==> src/rtl/floor_request_unit.sv <==
`timescale 1ns/1ps
`default_nettype none
// ============================================================================
// Module   : floor_request_unit
// Purpose  : Debounced floor-request capture into a one-hot pending register,
//            with service clearing and above/below/here direction hints.
// Revision : 1.0 - initial release
// ============================================================================
module floor_request_unit #(
    parameter int NUM_FLOORS      = 10,
    parameter int DEBOUNCE_CYCLES = 500000
) (
    input  logic                  CLOCK_50,
    input  logic                  rst,
    input  logic                  key_n,
    input  logic [3:0]            floor_sel,
    input  logic [NUM_FLOORS-1:0] cur_floor,
    input  logic                  service_done,
    output logic [NUM_FLOORS-1:0] floor_reg,
    output logic                  req_accept,
    output logic                  req_reject,
    output logic                  any_request,
    output logic                  req_here,
    output logic                  req_above,
    output logic                  req_below
);

    localparam int                    CW     = (DEBOUNCE_CYCLES > 1) ? $clog2(DEBOUNCE_CYCLES) : 1;
    localparam logic [CW-1:0]         DB_MAX = CW'(DEBOUNCE_CYCLES - 1);
    localparam logic [NUM_FLOORS-1:0] ONE    = NUM_FLOORS'(1);

    logic                  key_meta_q, key_s_q;
    logic [3:0]            sel_meta_q, sel_s_q;
    logic                  key_stable_q, key_stable_d;
    logic                  key_stable_prev_q;
    logic [CW-1:0]         db_cnt_q, db_cnt_d;
    logic                  svc_prev_q;
    logic [NUM_FLOORS-1:0] floor_q, floor_d;
    logic                  accept_q, accept_d;
    logic                  reject_q, reject_d;

    logic                  w_press;
    logic                  w_sel_valid;
    logic                  w_svc_rise;
    logic                  w_cur_onehot;
    logic [NUM_FLOORS-1:0] w_set_mask;
    logic [NUM_FLOORS-1:0] w_clear_mask;
    logic [NUM_FLOORS-1:0] w_below_mask;
    logic [NUM_FLOORS-1:0] w_above_mask;

    always_comb begin
        key_stable_d = key_stable_q;
        db_cnt_d     = '0;
        if (key_s_q != key_stable_q) begin
            if (db_cnt_q == DB_MAX) begin
                key_stable_d = key_s_q;
            end else begin
                db_cnt_d = db_cnt_q + 1'b1;
            end
        end
    end

    // A press is the registered falling edge of the debounced level, so the
    // request lands one cycle after key_stable drops; release is ignored.
    assign w_press      = key_stable_prev_q & ~key_stable_q;
    assign w_sel_valid  = (sel_s_q != 4'd0) && (int'(sel_s_q) <= NUM_FLOORS);
    assign w_svc_rise   = service_done & ~svc_prev_q;
    assign w_cur_onehot = (cur_floor != '0) && ((cur_floor & (cur_floor - ONE)) == '0);

    always_comb begin
        w_set_mask = '0;
        for (int i = 0; i < NUM_FLOORS; i++) begin
            w_set_mask[i] = w_press && w_sel_valid && (sel_s_q == 4'(i + 1));
        end
    end

    assign w_clear_mask = (w_svc_rise && w_cur_onehot) ? cur_floor : '0;

    // Set is applied after clear so a coincident request on the serviced floor survives.
    always_comb begin
        floor_d  = (floor_q & ~w_clear_mask) | w_set_mask;
        accept_d = w_press & w_sel_valid;
        reject_d = w_press & ~w_sel_valid;
    end

    always_ff @(posedge CLOCK_50 or posedge rst) begin
        if (rst) begin
            key_meta_q        <= 1'b1;
            key_s_q           <= 1'b1;
            sel_meta_q        <= 4'd0;
            sel_s_q           <= 4'd0;
            key_stable_q      <= 1'b1;
            key_stable_prev_q <= 1'b1;
            db_cnt_q          <= '0;
            svc_prev_q        <= 1'b0;
            floor_q           <= '0;
            accept_q          <= 1'b0;
            reject_q          <= 1'b0;
        end else begin
            key_meta_q        <= key_n;
            key_s_q           <= key_meta_q;
            sel_meta_q        <= floor_sel;
            sel_s_q           <= sel_meta_q;
            key_stable_q      <= key_stable_d;
            key_stable_prev_q <= key_stable_q;
            db_cnt_q          <= db_cnt_d;
            svc_prev_q        <= service_done;
            floor_q           <= floor_d;
            accept_q          <= accept_d;
            reject_q          <= reject_d;
        end
    end

    // For a one-hot position, pos-1 marks every lower floor.
    assign w_below_mask = cur_floor - ONE;
    assign w_above_mask = ~(cur_floor | w_below_mask);

    assign floor_reg   = floor_q;
    assign req_accept  = accept_q;
    assign req_reject  = reject_q;
    assign any_request = |floor_q;
    assign req_here    = w_cur_onehot && ((floor_q & cur_floor) != '0);
    assign req_above   = w_cur_onehot && ((floor_q & w_above_mask) != '0);
    assign req_below   = w_cur_onehot && ((floor_q & w_below_mask) != '0);

endmodule
`default_nettype wire

==> config.mk <==
export PLATFORM = sky130hd
export DESIGN_NAME = floor_request_unit
export DESIGN_NICKNAME = d
export VERILOG_FILES = /design/src/rtl/floor_request_unit.sv
export SDC_FILE = /design/constraint.sdc
export NUM_CORES = 1
export LEC_CHECK = 0
export CAP_MARGIN = 20
export CORE_UTILIZATION = 45
export CTS_CLUSTER_SIZE = 20
export DETAILED_ROUTE_END_ITERATION = 7
export PLACE_DENSITY_LB_ADDON = 0.05
export SYNTH_ARGS = -nofsm -noshare
export SYNTH_HDL_FRONTEND = slang
export SYNTH_SLANG_ARGS = --single-unit
==> constraint.sdc <==
create_clock -name CLOCK_50 -period 3.2 [get_ports CLOCK_50]
set_clock_uncertainty 0.15 [all_clocks]
set_input_delay 0.48 -clock CLOCK_50 [delete_from_list [all_inputs] [get_ports CLOCK_50]]
set_output_delay 0.48 -clock CLOCK_50 [all_outputs]
set_load 0.005 [all_outputs]
### Yosys cells after proc, flatten, opt, wreduce, memory -nomap -nowiden

Cells that the tools add are included.

* add/subtract/negate cells: 2
* multiply operators: 0
* div/mod/pow operators: 0
* $lt $le $gt $ge: 1
* eq/ne operators: 12
* shift-type cells: 0
* multiplexer cells: 3
* bitwise gates (word level): 16
* reduce and logical (&&, ||, !) cells: 25

Operators by type and width (count)
* bitwise AND 10 bit: 5
* nonzero test 10 bit: 4
* 2-to-1 mux 19 bit: 2
* inverter 10 bit: 2
* bitwise OR 10 bit: 2
* adder 19 x 1 -> 19 bit (second input constant): 1
* equality test 19 bit (second input constant): 1
* logical AND 1 bit: 17
* equality test 4 x 3 -> 1 bit (second input constant): 4
* equality test 4 bit (second input constant): 3
* zero test 10 bit: 1
* 2-to-1 mux 10 bit: 1
* OR reduction 10 bit: 1
* subtractor 10 x 1 -> 10 bit (second input constant): 1
* equality test 4 x 2 -> 1 bit (second input constant): 2
* bitwise AND 1 bit: 4
* equality test 4 x 1 -> 1 bit (second input constant): 1
* <= comparator 4 bit (second input constant): 1
* nonzero test 4 bit: 1
* inverter 1 bit: 3
* AND reduction 2 bit: 1
* != test 1 bit: 1

* flip-flop bits (word level): 44
* bits in latches: 0
* memory bits (writable): 0
* ROM bits: 0
* bits of input ports: 18
* output and inout bits: 16
* word-level logic and storage cells: 70
* memories kept: 0

### Logic depth before layout (Yosys ltp)

* depth after elaboration: 9
* mapped depth: 8
* mapped depth without buffers: 8

### Worst setup path before layout

Ideal clock, no wire load.

* kind: input-to-output
* from: input port cur_floor[2]
* to: output port req_above
* arrival time: 2.145 ns
* data required time: 2.570 ns
* path slack: 0.425 ns
* stages on the path: 7
* buffers on the path: 0
* path through: nor4_1 nand2_1 ha_1 or4_1 nor3_1 nand2_1 a31oi_1

* word-level cells in the longest chain between the ends: 6
* elaborated cells on any way between the ends: 10
* classes of those cells: 1 x add/sub; 4 x bitwise; 5 x reduce/logical

RTL lines
* start, declared: line 17 `input logic [NUM_FLOORS-1:0] cur_floor,`
* subtractor 10 x 1 -> 10 bit: line 68, 115
* bitwise OR 10 bit: line 116 `assign w_above_mask = ~(cur_floor | w_below_mask);`
* inverter 10 bit: line 116
* bitwise AND 10 bit: line 123 `assign req_above = w_cur_onehot && ((floor_q & w_above_mask) != '0);`
* nonzero test 10 bit: line 123
* logical AND 1 bit *: line 123
* end, declared: line 24 `output logic req_above,`

Mark *: on every way between the ends. The rest lies on a longest branch, timed or not.

### Worst setup path after layout

* from: input port cur_floor[4]
* to: output port req_below

* word-level cells in the longest chain between the ends: 5
* elaborated cells on any way between the ends: 8
* classes of those cells: 1 x add/sub; 2 x bitwise; 5 x reduce/logical

RTL lines
* subtractor 10 x 1 -> 10 bit: line 68, 115
* bitwise AND 10 bit: line 68 `assign w_cur_onehot = (cur_floor != '0) && ((cur_floor & (cur_floor - ONE)) == '0);`
* zero test 10 bit: line 68
* logical AND 1 bit: line 68
* logical AND 1 bit *: line 124 `assign req_below = w_cur_onehot && ((floor_q & w_below_mask) != '0);`
* end, declared: line 25 `output logic req_below`

Marks and branches as above.

==> impl_metrics.toml <==
[floorplan]
top_level_ports = 34
die_width_um = 75.3
floorplan.die.height_um = 75.3
core_region_area_um2 = 5140
fp-row-count = 26
effective_utilization_at_floorplan_pct = 47.0
die_area_um2 = 5660

[min_path]
hold_path.class = "flip-flop to flip-flop"
worstHoldStart = "sel_meta_q[3]"
holdPathEnd = "sel_s_q[3]"
worstHoldPathCells = 0

[grt]
globalRouteTotalUtil_pct = 23.9
grt_first_pass_wirelength_um = 9830
first_global_vias = 2075
initial_antenna_violation_count = 0
grt_start_max_net_pins = 25
globalRouteOverflowTotal = 0

[worst_setup_path]
worstPathRequired_ns = 2.57
timing.critical_path.arrival_ns = 2.46
crit_path_end_kind = "primary output"
timing.rr.end = "db_cnt_q[17]"
worst-setup-path-type = "input port to primary output"
worst-path-max-fanout = 4
reg2reg_from = "db_cnt_q[2]"
setup.worst_path.start_class = "input port"
setup.reg_to_reg.worst_slack_ns = 1.06
rr_worst_depth = 4

[clock_network]
cts_root_buffer = "sky130_fd_sc_hd__clkbuf_8"
cts_sinks = 44
hold_buffers = 0
cts.clk_slew.worst_paths_ns = 0.08
clock_tree.htree_level_count = 2
max-clock-path-buffers = 2
numCtsBuffers = 5
clk_latency_ns = 0.29
cts_tree = "done"

[route]
route.detailed.drc = 0
wire_per_inst_um = 15.7
starting_drc_count_in_detailed_routing = 131
totalWireLength_um = 6170
drtPass1Iterations = 4
vias_after_detailed_routing = 2086
detail_route.vias_per_cell = 5.32
postRouteAntennaNets = 0

[yosys]
cell_type_with_the_largest_total_area_after_synthesis = "sky130_fd_sc_hd__dfrtp_1"
nets_in_the_synthesized_netlist = 280
synthDominantCellAreaShare_pct = 41.5
netlist_area_um2 = 2410
synth_edf_count = 0
synth.top_cells.by_count = "sky130_fd_sc_hd__dfrtp_1, sky130_fd_sc_hd__nand2_1, sky130_fd_sc_hd__nor2_1"
synth.lib_cells_used.distinct = 41
yosysSeqAreaShare_pct = 45.8
leading_cell_types_by_total_area_after_synthesis = "sky130_fd_sc_hd__dfrtp_1, sky130_fd_sc_hd__ha_1, sky130_fd_sc_hd__dfstp_2"
postSynth.asyncResetShare_pct = 100
synth_seq_cells = 44
top_count_cell_post_synth = "sky130_fd_sc_hd__dfrtp_1"
postSynthCellCount = 241
syn_area_per_cell_um2 = 10.0
post_synth_top_flop = "sky130_fd_sc_hd__dfrtp_1"
ys_warn_count = 0

[final_layout]
design.final.nets = 360
num_antenna_cells = 0
area_of_the_multi_input_gates_um2 = 1300
num-fill-cells = 446
finalCoreUtilization_pct = 64.1
regArea_um2 = 1110
area_growth_syn_to_layout_pct = 36.4
largest_register_ff_count = 19
fin_cells = 392
final_design_area_no_fill_um2 = 3290
drive_above_1_share_pct = 25.2

[sta]
timing_worst_slew_pin_value_ns = 0.873
final.min_clock_period_ns = 3.09
timing.final.ws_setup_ns = 0.113
timing.fmax_mhz = 324
fin_hold_ws_ns = 0.202
final-max-slew-violation-count = 0
max-slew-margin-rel_pct = 41.5
layout_worst_path_cycle_share_pct = 96.5
final-setup-viol-count = 0
hold_fails_final_rpt = 0
unrepaired_setup_endpoints_after_global_routing = "no"

[placed_design]
detailed_place_hpwl_um = 4550
place_congestion = 0.944
pre_cts_ws_ns = -0.582
placement.cell_area_um2 = 3090
placed_instances = 377
port-buffer-count = 33

[power]
power_switching_mw = 0.263
power.sequential.fraction_pct = 51.4
vdd_ir_drop_max_mv = 0.269
switching_share_pct = 23.2
p_int_mw = 0.871
power.combinational.fraction_pct = 12.4
pwr_dens_nw_per_um2 = 344
clkPwrFrac_pct = 36.2
cellLeakagePower_nw = 1.42

[flow_run]
timing.max_cap.violations = 0

[status]
outcome = "finished, final reports clean"
layout by cell type (no fill, tap or decap), types with 3 or more instances in the layout:
cell type / count
sky130_fd_sc_hd__nor2_1: 21
sky130_fd_sc_hd__nor3_1: 4
sky130_fd_sc_hd__a21oi_1: 5
sky130_fd_sc_hd__a22o_1: 3
sky130_fd_sc_hd__xnor2_1: 9
sky130_fd_sc_hd__a31oi_1: 3
sky130_fd_sc_hd__buf_4: 40
sky130_fd_sc_hd__ha_1: 18
sky130_fd_sc_hd__inv_1: 15
sky130_fd_sc_hd__o2bb2ai_1: 5
sky130_fd_sc_hd__a22oi_1: 7
sky130_fd_sc_hd__dfrtp_1: 40
sky130_fd_sc_hd__nand3_1: 11
sky130_fd_sc_hd__dfstp_2: 4
sky130_fd_sc_hd__or3_2: 3
sky130_fd_sc_hd__or4_1: 3
sky130_fd_sc_hd__clkbuf_8: 5
sky130_fd_sc_hd__nor4_1: 6
sky130_fd_sc_hd__buf_2: 4
sky130_fd_sc_hd__xor2_1: 5
sky130_fd_sc_hd__nand2_1: 25
sky130_fd_sc_hd__clkdlybuf4s50_1: 23
sky130_fd_sc_hd__o21ai_0: 4
sky130_fd_sc_hd__nand2b_1: 3
sky130_fd_sc_hd__nand4_1: 8
sky130_fd_sc_hd__a221oi_1: 3
sky130_fd_sc_hd__a32o_1: 3
how the worst max path moves through the flow:
stage                 start  slack [ns]        end  cells past startpoint
6_report       cur_floor[4]        0.11  req_below                     11
5_1_grt        cur_floor[4]       0.003  req_below                     11
4_1_cts        cur_floor[3]      0.0007  req_below                     11
3_5_place_dp   cur_floor[1]       -0.58  req_below                     10
3_3_place_gp   cur_floor[1]       -0.49   req_here                     10
2_1_floorplan  cur_floor[2]        0.42  req_above                      7
metrics by stage:
step / power (mW) / TNS, ns
2_1_floorplan: 0.642 / 0
3_3_place_gp: 0.724 / -1.54
3_5_place_dp: 0.724 / -2.31
4_1_cts: 1.14 / 0
5_1_grt: 1.19 / 0
6_report: 1.13 / 0
what timing repair did:
item	4_1_cts	5_1_grt
gates cloned	0	0
buffers inserted	3	4
pin swaps	4	7
setup endpoints to repair	3	3
resized for setup	27	18
cell type report:
class / instances / share of cell area (%)
inverters: 18 / 2.13
well taps: 70 / 2.66
repair buffers: 75 / 19.0
flip-flops and latches: 44 / 33.6
clock inverters: 2 / 1.06
multi-input cells: 177 / 39.4
clock buffers: 6 / 2.20
logic make-up after synthesis:
| family | Yosys count | share of synthesized area (%) |
|---|---|---|
| AOI/OAI and AO/OA | 39 | 12.3 |
| xor gates and xnor gates | 14 | 5.08 |
| adders and majority gates | 21 | 10.9 |
| buffers and inverters | 20 | 3.16 |
| DFF | 44 | 45.8 |
| muxes | 1 | 0.466 |
| and+or+nand+nor | 102 | 22.3 |
power by group through the flow:
stage                     logic, mW  clock network [mW]  registers (mW)
after global placement        0.131                   0           0.593
after floorplan              0.0531                   0           0.589
final                         0.140               0.410           0.583
after detailed placement      0.130                   0           0.593
after CTS                     0.132               0.427           0.583
after global routing          0.155               0.445           0.585
critical path, stage by stage:
cell,delay [ns]
sky130_fd_sc_hd__dlygate4sd2_1,0.28
sky130_fd_sc_hd__buf_6,0.15
sky130_fd_sc_hd__inv_2,0.07
sky130_fd_sc_hd__nand4_1,0.13
sky130_fd_sc_hd__ha_2,0.21
sky130_fd_sc_hd__or4_4,0.53
sky130_fd_sc_hd__nor3_2,0.11
sky130_fd_sc_hd__nand2_1,0.09
sky130_fd_sc_hd__buf_4,0.14
sky130_fd_sc_hd__a31oi_1,0.13
sky130_fd_sc_hd__buf_2,0.13
per-layer routing:
layer,part of all wire (%),GRT usage (%),up-vias
met3,4.4,3.75,15
met1,44,30.1,979
met2,49,40.7,58
met4,3.1,10.5,0
met5,0,0,-
li1,-,-,1034
No activity file was read; power rests on OpenSTA's default activity.
==> edit: new RTL, same settings <==
Change the parameter `DEBOUNCE_CYCLES` from 500000 to 250000.
--- a/src/rtl/floor_request_unit.sv
+++ b/src/rtl/floor_request_unit.sv
@@ -8,7 +8,7 @@
 // ============================================================================
 module floor_request_unit #(
     parameter int NUM_FLOORS      = 10,
-    parameter int DEBOUNCE_CYCLES = 500000
+    parameter int DEBOUNCE_CYCLES = 250000
 ) (
     input  logic                  CLOCK_50,
     input  logic                  rst,
Function: same outputs for any inputs over 10 cycles, from zero or initial values and one cycle with rst high; that may be too few to reach the edited logic, so the function may still have changed.
==> edit against the unedited design <==
Clock power is 9.8% higher. Critical path type unchanged. Largest cell class unchanged. Sequential cell count fell by 1. Synthesized area down 2.1%. Register-to-register slack improved by 0.12 ns. Critical path depth fell by 2. Worst setup slack worse by 0.26 ns. Die area decreased by 2.1%. Wire length rose by 2.3%. Critical endpoint unchanged. Hold slack gained 0.0061 ns. Power grew 3.8%. The run now ends with negative setup slack left. Final area rose by 4.3%.
==> edit: results (changes against the unedited design) <==
sw power 0.000280 W (was 0.000263 W); Clock buf/inv share 3.53% (was 3.27%); Setup Fix Bufs, Post-CTS 21 (was 3); Post-DP HPWL 4240 um (was 4550 um); Pwr Total 0.00118 W (was 0.00113 W); outcome complete, but fails checks (was finished clean); Logic inverters 20 (was 18); met2 WL 3290 um (was 3000 um); CP Max Fanout 3 (was 4); met2 Track Usage GR 45.3% (was 40.7%); Vias/cell 5.23 (was 5.32); failing checks negative setup slack; HP Start sel_meta_q[0]$_DFF_PP0_ (was sel_meta_q[3]$_DFF_PP0_); cts repair resizes 67 (was 27); Seq/Total Area, Yosys 45.7% (was 45.8%); top cells by area, synth dfrtp_1 41%, ha_1 11%, dfstp_2 4.4% (unchanged); Worst Setup SP cur_floor[2] (was cur_floor[4]); Worst Path Arrival 2.72 ns (was 2.46 ns); clock-net power 0.000450 W (was 0.000410 W); Post-synth top cells 39 x dfrtp_1, 24 x nor2_1, 21 x ha_1 (was 40 x dfrtp_1, 25 x nand2_1, 22 x nor2_1); share of cells above drive strength 1 33.0% (was 25.2%); GRT Resource Usage Total 24.8% (was 23.9%); Cell variety after synth 42 (was 41); max reg flops 18 (was 19); Logic power comb 0.000158 W (was 0.000140 W); FF-to-FF End db_cnt_q[16]$_DFF_PP0_ (was db_cnt_q[17]$_DFF_PP0_); met3 usage 5.01% (was 3.75%); metal3 WL 252 um (was 271 um); Layout non-clock buf frac 22.2% (was 19.0%); vias in the first global route 2,127 (was 2,075); worst r2r path cells 5 (was 4); FF-to-FF Start db_cnt_q[0]$_DFF_PP0_ (was db_cnt_q[2]$_DFF_PP0_); sequential share of cell area 31.5% (was 33.6%); wire length on met1 2670 um (was 2710 um); Final Net Count 368 (was 360); Worst Tran Pin Value 0.544 ns (was 0.873 ns); final setup margin -0.151 ns (was 0.113 ns); fill count 420 (was 446); Lkg Pwr 1.51 nW (was 1.42 nW); Post-Syn Nets 269 (was 280); GPL Wtd Cong 0.929 (was 0.944); comb_multi_in 166 (was 177); clock sinks 43 (was 44); final setup fails 3 (was 0); GR Layer Usage met1 28.4% (was 30.1%); 1st-iter DRT viols 101 (was 131); global-route wire length before repair 10,100 um (was 9830 um)
edit: through the flow:
stage	cells	hold slack (ns)	util, %	cell area [um2]	setup TNS, ns
CTS	398	0.210	66.9	3390	-0.221
global route	400	0.213	67.7	3430	-0.613
finish	400	0.208	67.7	3430	-0.333
floorplan	230	0.181	-	2360	0
global placement	369	0.182	60.1	3050	-3.36
detailed placement	369	0.189	60.1	3050	-3.93
edit: critical path, cell delays in order:
cell	delay (ns)
buf_8	0.10
nor4_4	0.25
buf_4	0.16
nand4_1	0.12
ha_2	0.22
or4_4	0.48
or4b_4	0.56
a31oi_2	0.20
buf_2	0.15
edit: logic make-up (layout without fill, tap and decap cells):
group	Yosys count	count (layout)	synth area share, %
AND/OR/NAND/NOR	95	95	22.1
buffers and inverters	21	121	3.65
adder cells (fa/ha/maj)	21	21	11.1
multiplexers	2	2	0.900
XOR/XNOR	14	14	5.19
AO/OA/AOI/OAI	34	34	11.3
flip-flops	43	43	45.7
